$ cat src/rtl/ccu_pkg.sv
// ccu_pkg -- definitions shared by the CCU packet-handling blocks.
//   * Packet type codes carried in the unpacker header.
//   * DAC write-engine state encoding.
//   * Beat limit, counter widths and the AXI OKAY response code.
//   * len_is_burst(): decides whether a DAC packet length becomes an AXI burst.
package ccu_pkg;

  localparam int MAX_BEATS = 256;  // largest AXI4 INCR burst
  localparam int CNT_W     = 9;    // holds 0..256 without wrapping
  localparam int LEN_W     = 13;   // width of pack_length

  localparam logic [1:0] RESP_OKAY = 2'b00;

  localparam logic [2:0] PACKAGE_TYPE_CTRL = 3'd0;
  localparam logic [2:0] PACKAGE_TYPE_DAC  = 3'd1;
  localparam logic [2:0] PACKAGE_TYPE_ADC  = 3'd2;
  localparam logic [2:0] PACKAGE_TYPE_STAT = 3'd3;

  typedef enum logic [2:0] {
    DAC_IDLE = 3'd0,
    DAC_AW   = 3'd1,
    DAC_DATA = 3'd2,
    DAC_RESP = 3'd3,
    DAC_DROP = 3'd4
  } dac_state_e;

  // A packet is burst-able when it carries 1..max_beats data bytes after
  // the address byte, i.e. 2 <= len <= max_beats + 1.
  function automatic logic len_is_burst(input logic [LEN_W-1:0] len,
                                        input int max_beats);
    int l;
    l = int'(len);
    return (l >= 2) && (l <= max_beats + 1);
  endfunction

endpackage

$ cat src/rtl/ccu_byte_fifo.sv
// ccu_byte_fifo -- synchronous byte FIFO buffering W-channel data.
//   clk, rst   : clock, asynchronous active-high reset (empties the FIFO)
//   push, din  : write a byte (ignored when full)
//   pop        : drop the head byte (ignored when empty)
//   dout       : head byte, valid whenever !empty
//   full/empty : occupancy flags
//   count      : current occupancy, 0..DEPTH
module ccu_byte_fifo #(
  parameter int DEPTH = 16
) (
  input  logic                     clk,
  input  logic                     rst,
  input  logic                     push,
  input  logic                     pop,
  input  logic [7:0]               din,
  output logic [7:0]               dout,
  output logic                     full,
  output logic                     empty,
  output logic [$clog2(DEPTH):0]   count
);

  localparam int AW = $clog2(DEPTH);

  logic [7:0]  mem [DEPTH];
  logic [AW:0] wr_ptr;
  logic [AW:0] rd_ptr;
  logic        do_push;
  logic        do_pop;

  assign do_push = push && !full;
  assign do_pop  = pop && !empty;

  // NOTE: the storage array has no reset; the pointers alone decide which
  // entries are valid, so clearing them is enough to empty the FIFO.
  always_ff @(posedge clk) begin
    if (do_push) mem[wr_ptr[AW-1:0]] <= din;
  end

  // Pointers carry one extra wrap bit so full and empty are distinguishable.
  always_ff @(posedge clk or posedge rst) begin
    if (rst) begin
      wr_ptr <= '0;
      rd_ptr <= '0;
    end else begin
      if (do_push) wr_ptr <= wr_ptr + 1'b1;
      if (do_pop)  rd_ptr <= rd_ptr + 1'b1;
    end
  end

  assign count = wr_ptr - rd_ptr;
  assign full  = (count == (AW+1)'(DEPTH));
  assign empty = (count == '0);
  assign dout  = mem[rd_ptr[AW-1:0]];

endmodule

$ cat src/rtl/ccu_dac_fsm.sv
// ccu_dac_fsm -- turns DAC-type payloads from the unpacker into AXI4 writes.
// The first payload byte is the write address; the remaining bytes become
// one INCR burst of 8-bit beats. Out-of-range lengths are drained and
// flagged instead of being written.
//   axi_aclk, axi_areset : clock, asynchronous active-high reset
//   dac_fsm_dv/busy      : byte strobe in / backpressure out
//   pack_data/length     : payload byte and packet length (incl. address)
//   dac_axi_aw*          : AXI4 write-address channel (master)
//   dac_axi_w*           : AXI4 write-data channel (master)
//   dac_axi_b*           : AXI4 write-response channel (master)
//   dac_done             : one-cycle completion pulse
//   dac_err              : sticky error (bad response or dropped packet)
module ccu_dac_fsm #(
  parameter int FIFO_DEPTH = 16,
  parameter int MAX_BEATS  = ccu_pkg::MAX_BEATS
) (
  input  logic        axi_aclk,
  input  logic        axi_areset,
  input  logic        dac_fsm_dv,
  output logic        dac_fsm_busy,
  input  logic [7:0]  pack_data,
  input  logic [12:0] pack_length,
  output logic [15:0] dac_axi_awaddr,
  output logic        dac_axi_awvalid,
  input  logic        dac_axi_awready,
  output logic [7:0]  dac_axi_wdata,
  output logic        dac_axi_wvalid,
  input  logic        dac_axi_wready,
  output logic        dac_axi_wlast,
  input  logic [1:0]  dac_axi_bresp,
  input  logic        dac_axi_bvalid,
  output logic        dac_axi_bready,
  output logic        dac_done,
  output logic        dac_err
);

  import ccu_pkg::*;

  localparam int CW = $clog2(FIFO_DEPTH) + 1;

  dac_state_e       state_q, state_d;
  logic [15:0]      awaddr_q;
  logic [CNT_W-1:0] n_beats_q;   // data bytes in the current burst
  logic [CNT_W-1:0] rcv_cnt_q;   // data bytes taken from the unpacker
  logic [CNT_W-1:0] beat_cnt_q;  // W beats already handshaken
  logic [LEN_W-1:0] drop_cnt_q;  // bytes still to discard in DROP
  logic             done_q;
  logic             err_q;

  logic [LEN_W-1:0] len_m1;
  logic             len_ok;
  logic             len_short;
  logic             all_rcvd;
  logic             is_last;
  logic             push;
  logic             pop;
  logic             fifo_full;
  logic             fifo_empty;
  logic [CW-1:0]    fifo_count;
  logic [7:0]       fifo_head;

  assign len_m1    = pack_length - 13'd1;
  assign len_ok    = len_is_burst(pack_length, MAX_BEATS);
  assign len_short = (pack_length <= 13'd1);  // nothing follows the first byte
  assign all_rcvd  = (rcv_cnt_q == n_beats_q);
  assign is_last   = (beat_cnt_q == CNT_W'(n_beats_q - 9'd1));

  ccu_byte_fifo #(
    .DEPTH (FIFO_DEPTH)
  ) u_fifo (
    .clk   (axi_aclk),
    .rst   (axi_areset),
    .push  (push),
    .pop   (pop),
    .din   (pack_data),
    .dout  (fifo_head),
    .full  (fifo_full),
    .empty (fifo_empty),
    .count (fifo_count)
  );

  always_ff @(posedge axi_aclk or posedge axi_areset) begin
    if (axi_areset) state_q <= DAC_IDLE;
    else            state_q <= state_d;
  end

  // NOTE: every combinational output gets a default before the case so no
  // path through the block leaves a value held, which would infer a latch.
  always_comb begin
    state_d         = state_q;
    dac_fsm_busy    = 1'b0;
    dac_axi_awvalid = 1'b0;
    dac_axi_wvalid  = 1'b0;
    dac_axi_wlast   = 1'b0;
    dac_axi_bready  = 1'b0;
    push            = 1'b0;
    pop             = 1'b0;

    case (state_q)
      DAC_IDLE: begin
        if (dac_fsm_dv) begin
          if (len_ok)          state_d = DAC_AW;
          else if (!len_short) state_d = DAC_DROP;
        end
      end
      DAC_AW: begin
        // Data bytes may already stream into the FIFO while AW waits.
        dac_fsm_busy    = fifo_full || all_rcvd;
        push            = dac_fsm_dv && !dac_fsm_busy;
        dac_axi_awvalid = 1'b1;
        if (dac_axi_awready) state_d = DAC_DATA;
      end
      DAC_DATA: begin
        dac_fsm_busy   = fifo_full || all_rcvd;
        push           = dac_fsm_dv && !dac_fsm_busy;
        dac_axi_wvalid = !fifo_empty;
        dac_axi_wlast  = dac_axi_wvalid && is_last;
        pop            = dac_axi_wvalid && dac_axi_wready;
        if (pop && is_last) state_d = DAC_RESP;
      end
      DAC_RESP: begin
        dac_fsm_busy   = 1'b1;
        dac_axi_bready = 1'b1;
        if (dac_axi_bvalid) state_d = DAC_IDLE;
      end
      DAC_DROP: begin
        if (dac_fsm_dv && (drop_cnt_q == 13'd1)) state_d = DAC_IDLE;
      end
      default: state_d = DAC_IDLE;
    endcase

    // Head is masked so wdata reads zero whenever no beat is offered.
    dac_axi_wdata = dac_axi_wvalid ? fifo_head : 8'h00;
  end

  // NOTE: clocked state uses non-blocking assignments so every register
  // samples the pre-edge values regardless of statement order.
  always_ff @(posedge axi_aclk or posedge axi_areset) begin
    if (axi_areset) begin
      awaddr_q   <= '0;
      n_beats_q  <= '0;
      rcv_cnt_q  <= '0;
      beat_cnt_q <= '0;
      drop_cnt_q <= '0;
      done_q     <= 1'b0;
      err_q      <= 1'b0;
    end else begin
      done_q <= 1'b0;
      case (state_q)
        DAC_IDLE: begin
          if (dac_fsm_dv) begin
            rcv_cnt_q  <= '0;
            beat_cnt_q <= '0;
            if (len_ok) begin
              awaddr_q  <= {8'h00, pack_data};
              n_beats_q <= len_m1[CNT_W-1:0];
            end else if (len_short) begin
              done_q <= 1'b1;
              err_q  <= 1'b1;
            end else begin
              drop_cnt_q <= len_m1;
            end
          end
        end
        DAC_AW, DAC_DATA: begin
          if (push) rcv_cnt_q  <= rcv_cnt_q + 1'b1;
          if (pop)  beat_cnt_q <= beat_cnt_q + 1'b1;
        end
        DAC_RESP: begin
          if (dac_axi_bvalid) begin
            done_q <= 1'b1;
            if (dac_axi_bresp != RESP_OKAY) err_q <= 1'b1;
          end
        end
        DAC_DROP: begin
          if (dac_fsm_dv) begin
            drop_cnt_q <= drop_cnt_q - 1'b1;
            if (drop_cnt_q == 13'd1) begin
              done_q <= 1'b1;
              err_q  <= 1'b1;
            end
          end
        end
        default: ;
      endcase
    end
  end

  assign dac_axi_awaddr = awaddr_q;
  assign dac_done       = done_q;
  assign dac_err        = err_q;

  // busy keeps pushes away from a full FIFO, so occupancy stays in range.
  a_fifo_bound: assert property (@(posedge axi_aclk) disable iff (axi_areset)
                                 (fifo_count <= CW'(FIFO_DEPTH)));

endmodule

$ cat config.mk
export PLATFORM = sky130hd
export DESIGN_NAME = ccu_dac_fsm
export DESIGN_NICKNAME = d
export VERILOG_FILES = /design/src/rtl/ccu_pkg.sv /design/src/rtl/ccu_byte_fifo.sv /design/src/rtl/ccu_dac_fsm.sv
export SDC_FILE = /design/constraint.sdc
export NUM_CORES = 1
export LEC_CHECK = 0
export CAP_MARGIN = 40
export CORE_MARGIN = 5
export CORE_UTILIZATION = 54
export DETAILED_ROUTE_END_ITERATION = 6
export PLACE_DENSITY = 0.79
export SLEW_MARGIN = 0
export SYNTH_ARGS = -nofsm -noshare
export SYNTH_HDL_FRONTEND = slang
export SYNTH_SLANG_ARGS = --single-unit
$ cat constraint.sdc
create_clock -name axi_aclk -period 3.56 [get_ports axi_aclk]
set_input_delay 0.712 -clock axi_aclk [delete_from_list [all_inputs] [get_ports axi_aclk]]
set_output_delay 0.712 -clock axi_aclk [all_outputs]
set_load 0.005 [all_outputs]
==> flow_metrics.tcl, run 1 <==
set metrics [dict create \
    status "finished, final reports clean" \
    synth_seq_area_share_pct 59.0 \
    clock-root-buffer "clkbuf_16" \
    synth.distinct_cells 63 \
    core_um2 16600 \
    cellLeakagePower_uw 0.00402 \
    synth_area_per_cell_um2 13.4 \
    layout.nets 805 \
    flow.area_growth_from_synthesis_pct 18.7 \
    worst_hold_path_type "flip-flop to flip-flop" \
    die_w_um 140 \
    detailedRoute.firstIterationViolations 338 \
    synth_enable_flop_cells 128 \
    cts-buffers-inserted 17 \
    dpl_cell_area_um2 10100 \
    clock_latency_ns 0.43 \
    firstDrtPassIters 5 \
    cts.reportedPaths.clkPinSlew_ns 0.07 \
    die-area_um2 19700 \
    htree_num_levels 4 \
    power.density_cell_area_nw_per_um2 452 \
    multiInputGateArea_um2 3670 \
    post_drt_wl_per_cell_um 21.6 \
    number_of_remaining_drc_errors 0 \
    pin_count 60 \
    synth_top_cell_by_area "edfxtp_1" \
    synth.top_cell.area_share_pct 41.9 \
    yosys_warnings 0 \
    layout-drive-gt1-share_pct 20.2 \
    synth-async-reset-ratio_pct 33.0 \
    critical_path.endpoint_type "output port" \
    port-buffer-count 51 \
    postRouteAntennaNets 0 \
    critPathMaxFanout 10 \
    fin_skew_ns 0.0129 \
    gpl.final_weighted_congestion 0.997 \
    synth_area_leaders "edfxtp_1 (42%), dfrtp_1 (17%), mux4_2 (9.8%), xnor2_1 (3.1%), ha_1 (2.3%)" \
    critical_path_arrival_ns 2.82 \
    die_height_um 140 \
    stdcell_area_um2 10900 \
    hpwlAfterDp_um 14200 \
    crit_type "flip-flop to output port" \
    placementRows 47 \
    postSynthCellCount 683 \
    timing.final.crit_period_ns 3.54 \
    initial_core_util_pct 55.2 \
    timing_worst_slew_pin_value_ns 0.911 \
    wire_length_of_the_first_global_routing_pass_um 33900 \
    antenna_found_initial 0 \
    setup_violation_total_in_the_final_timing_report 0 \
    post_synth_instance_area_um2 9180 \
    final_max_slew_viols 0 \
    totalNegativeSetupSlack_ns 0 \
    maximum_achievable_frequency_mhz 283 \
    ys_ff_latch 191 \
    largest_net_degree_at_the_start_of_global_routing 38 \
    cts.hold.buffers_added 0 \
    cap_violations 0 \
    longest_clk_path_bufs 2 \
    routed_wirelength_um 21400 \
    ir_worst_vdd_mv 0.368 \
    route.vias.total 6091 \
    ys_top_cells_by_count "edfxtp_1 (128), dfrtp_1 (63), nand2_1 (50), nor2_1 (41), mux4_2 (40)" \
    clock-sinks 191 \
    route.detailed.vias_per_inst 6.14 \
    rsz0062_at_grt "true" \
    slew_headroom_pct 38.9 \
    synth-main-ff-cell "edfxtp_1" \
    final.period_utilization_pct 99.3 \
    final_hold_viol_count 0 \
    start_kind "flip-flop" \
    globalRouteTotalUtil_pct 22.3 \
    grt_overflow 0 \
    via_count_of_the_first_global_routing_pass 6226 \
    synth_most_common_cell "edfxtp_1" \
    area.sequential_um2 5420 \
    critical_path_required_ns 2.85 \
    antenna_cells_inserted 0 \
    cts_tree "done" \
    fillCellCount 1128 \
]
-- kinds of logic (layout without fill, tap and decap cells) --
family                   count (synthesis)  in the layout  synth area share (%)
AND/OR/NAND/NOR                        207            207                  11.9
multiplexers                            61             61                  12.3
AO/OA/AOI/OAI                          100            100                  6.91
XOR/XNOR                                45             45                  4.44
adder cells (fa/ha/maj)                 19             19                  2.56
buffers and inverters                   59            141                  2.87
other                                    1              8                0.0408
flip-flops                             191            191                  59.0
-- per-stage QoR --
step / std cells / hold WS (ns) / total power (uW) / setup slack, ns / util [%]
final: 992 / 0.490 / 4920 / 0.0236 / 65.5
after global routing: 992 / 0.513 / 5120 / -0.0381 / 65.5
after CTS: 991 / 0.496 / 4930 / -0.105 / 64.9
after detailed placement: 954 / 0.471 / 2900 / 0.105 / 60.5
after global placement: 953 / 0.448 / 2880 / 0.118 / 60.4
after floorplan: 690 / 0.451 / 2770 / 0.119 / -
-- cells in the final DEF, fill, tap and decap left out, types with 16 or more instances in the layout --
master and instances:
inv_1 16, nor3_1 18, clkdlybuf4s50_1 40, nor2_1 41, and2_1 20, dfrtp_1 62, nand2_1 50, clkbuf_16 17
edfxtp_1 128, mux4_2 40, buf_4 31, o21ai_0 30, a21oi_1 27, xnor2_1 32
-- cell type report --
cell class / count / share of cell area (%)
Inverter: 22 / 0.758
Clock buffer: 17 / 3.90
Clock inverter: 15 / 2.01
Tap cell: 220 / 2.53
Sequential cell: 191 / 49.7
Timing Repair Buffer: 87 / 7.41
Multi-Input combinational cell: 440 / 33.7
-- report_power, final --
part	total (uW)	switching (uW)	internal [uW]
Clock	2050	903	1150
Combinational	353	212	141
Sequential	2520	73.7	2440
Total	4920	1190	3730
-- sequential cells by signal, summed over array words and instances, names as in the netlist, 3 cells and up --
name	count
drop_cnt_q	13
state_q	3
u_fifo.wr_ptr	5
u_fifo.mem	128
dac_axi_awaddr	8
beat_cnt_q	9
n_beats_q	9
rcv_cnt_q	9
u_fifo.rd_ptr	5
-- final timing paths --
check,startpoint,end,slack (ns),cells past startpoint
worst min-delay path,dac_err,dac_err,0.49,1
worst min register to register,dac_err,dac_err,0.49,1
min in group asynchronous,axi_areset,drop_cnt_q[11],0.74,2
max in group asynchronous,axi_areset,u_fifo.rd_ptr[0],1.90,3
worst max-delay path,u_fifo.rd_ptr[2],dac_axi_wdata[4],0.02,9
worst max register to register,u_fifo.rd_ptr[2],u_fifo.mem[1][6],0.12,11
-- per-layer routing --
layer,track usage [%],up-vias,routed length [um]
li1,-,2731,-
met1,27.9,3067,8370
met2,39.2,254,11300
met3,3.68,39,1140
met4,8.16,0,621
met5,0,-,0
-- critical path, stage by stage (launching register included) --
cell	delay, ns
dfrtp_1	0.40
inv_2	0.08
ha_4	0.21
and3b_2	0.22
or4_4	0.53
a211oi_4	0.31
nor4_4	0.07
buf_12	0.15
and2_1	0.14
dlygate4sd2_1	0.28
-- timing repair --
item,in CTS,in global routing
pin swaps,5,7
setup endpoints to repair,11,34
buffers inserted,6,1
gates resized for setup,22,28
(Power assumes the default switching activity.)
==> inputs of run 2 (changes only) <==
--- a/config.mk
+++ b/config.mk
@@ -5,9 +5,11 @@
 export SDC_FILE = /design/constraint.sdc
 export NUM_CORES = 1
 export LEC_CHECK = 0
-export CAP_MARGIN = 40
+export CAP_MARGIN = 0
+export CELL_PAD_IN_SITES_DETAIL_PLACEMENT = 0
+export CELL_PAD_IN_SITES_GLOBAL_PLACEMENT = 1
 export CORE_MARGIN = 5
-export CORE_UTILIZATION = 54
+export CORE_UTILIZATION = 45
 export DETAILED_ROUTE_END_ITERATION = 6
 export PLACE_DENSITY = 0.79
 export SLEW_MARGIN = 0
==> run 2 against run 1 <==
The run now ends with negative setup slack left; setup slack worse by 0.095 ns; power down 4.7%; non-clock buffer count fell by 3; first-iteration DRC count up 18%; sequential power barely moved; final cell count grew 4.7%; register-to-register slack improved by 0.05 ns; global-route usage down 4.4 points; critical path depth up 1; die area increased by 19%; largest power group unchanged; highest routed layer unchanged.
==> flow_metrics.tcl, run 2 (synthesized netlist as in run 1, its figures left out) <==
set metrics [dict create \
    clock-sinks 191 \
    die-area_um2 23400 \
    timing_worst_slew_pin_value_ns 0.968 \
    antenna_cells_inserted 0 \
    cts.reportedPaths.clkPinSlew_ns 0.07 \
    multiInputGateArea_um2 3710 \
    power.density_cell_area_nw_per_um2 431 \
    via_count_of_the_first_global_routing_pass 6055 \
    cp_top_family "simple AND/OR/NAND/NOR gates" \
    largest_net_degree_at_the_start_of_global_routing 64 \
    critical_path.endpoint_type "output port" \
    die_w_um 153 \
    cp.buffers_inverters 4 \
    route.vias.total 5908 \
    fin_skew_ns 0.00925 \
    core_um2 20200 \
    worst_hold_path_type "flip-flop to flip-flop" \
    die_height_um 153 \
    longest_clk_path_bufs 2 \
    critical_path_required_ns 2.85 \
    route.detailed.vias_per_inst 5.69 \
    grt_overflow 0 \
    mostFrequentLayoutCells "edfxtp_1 (128), dfrtp_1 (61), nand2_1 (50), mux4_2 (40), clkdlybuf4s50_1 (40)" \
    antenna_found_initial 0 \
    pin_count 60 \
    hpwlAfterDp_um 14400 \
    initial_core_util_pct 45.5 \
    cts-buffers-inserted 17 \
    htree_num_levels 4 \
    post-place-cells 1001 \
    totalNegativeSetupSlack_ns -0.102 \
    critical_path.startpoint "u_fifo.rd_ptr[2]" \
    number_of_remaining_drc_errors 0 \
    rsz0062_at_grt "true" \
    maximum_achievable_frequency_mhz 275 \
    timing.hold.ws_ns 0.478 \
    detailedRoute.firstIterationViolations 400 \
    globalRouteTotalUtil_pct 17.9 \
    design_power_total_uw 4690 \
    max_stage_delay_ns 0.53 \
    routed_wirelength_um 20800 \
    firstDrtPassIters 5 \
    holdCritStartpoint "dac_err" \
    wire_length_of_the_first_global_routing_pass_um 32900 \
    timing.critical_path.cells "inv_2, ha_4, and3b_2, or4_4, a211oi_4, nor4_4, buf_12, buf_4, and2_1, dlygate4sd2_1" \
    finish.utilization_pct 53.9 \
    postRouteAntennaNets 0 \
    layout.cells.most_common "edfxtp_1" \
    cap_violations 0 \
    critPathMaxFanout 7 \
    cellLeakagePower_uw 0.00401 \
    max_ffs_per_register 128 \
    final_max_slew_viols 0 \
    timing.final.crit_period_ns 3.63 \
    flow.area_growth_from_synthesis_pct 18.5 \
    final_hold_viol_count 0 \
    status "finished with violations" \
    fillCellCount 1673 \
    gpl.final_weighted_congestion 0.877 \
    clock_latency_ns 0.43 \
    placementRows 52 \
    layout-drive-gt1-share_pct 20.9 \
    final_setup_margin_ns -0.0711 \
    area.sequential_um2 5420 \
    slew_headroom_pct 35.0 \
    crit_type "flip-flop to output port" \
    setup_violation_total_in_the_final_timing_report 2 \
    clock-root-buffer "clkbuf_16" \
    cts_tree "done" \
    start_kind "flip-flop" \
    final.period_utilization_pct 102 \
    port-buffer-count 51 \
    finish.cell_count_without_fillers 1039 \
    worst_r2r_startpoint "u_fifo.rd_ptr[2]" \
    layout.nets 802 \
    ir_worst_vdd_mv 0.321 \
    failed_checks "negative setup slack" \
    critical_path_arrival_ns 2.92 \
    timing.critical_path.slowest_stage_cell "or4_4" \
    post_drt_wl_per_cell_um 20.0 \
]
==> run 2: routing by layer <==
| layer | track usage, % | vias to the layer above | wire length (um) |
|---|---|---|---|
| met5 | 0 | - | 0 |
| met2 | 32.1 | 175 | 11000 |
| met1 | 22.2 | 2980 | 8600 |
| met3 | 3.05 | 23 | 925 |
| met4 | 5.77 | 0 | 304 |
| li1 | - | 2730 | - |
==> run 2: final cells by class <==
class	instances	area share [%]
Clock inverter	15	1.31
Inverter	22	0.759
Tap cell	270	3.10
Multi-Input combinational cell	440	34.1
Sequential cell	191	49.8
Clock buffer	17	3.91
Timing Repair Buffer	84	7.01
==> run 2: power by group <==
group	switching, uW	total [uW]	internal [uW]
Clock	902	1830	929
Sequential	71.7	2510	2440
Combinational	209	347	137
==> run 2: what timing repair did <==
| action | 4_1_cts | 5_1_grt |
|---|---|---|
| buffers inserted | 6 | 1 |
| cloned | 0 | 0 |
| hold buffers | 0 | 0 |
| gates resized for setup | 26 | 29 |
| pin swaps | 8 | 11 |
| endpoints found under the setup margin | 11 | 42 |
==> run 2: path summary, 6_finish.rpt <==
| check | to | slack (ns) | cells after the start |
|---|---|---|---|
| setup / recovery | dac_axi_wdata[0] | -0.07 | 10 |
| hold / removal | dac_err | 0.48 | 1 |
| setup reg to reg | u_fifo.mem[8][1] | 0.17 | 11 |
| hold reg to reg | dac_err | 0.48 | 1 |
| max in group asynchronous | u_fifo.rd_ptr[0] | 2.11 | 3 |
| min in group asynchronous | dac_axi_awaddr[5] | 0.83 | 3 |
==> run 2: stage by stage <==
step,instance area [um2],setup slack [ns]
3_3_place_gp,10100,0.112
3_5_place_dp,10100,0.0782
4_1_cts,10800,-0.169
6_report,10900,-0.0711
2_1_floorplan,9210,0.119
5_1_grt,10900,-0.183
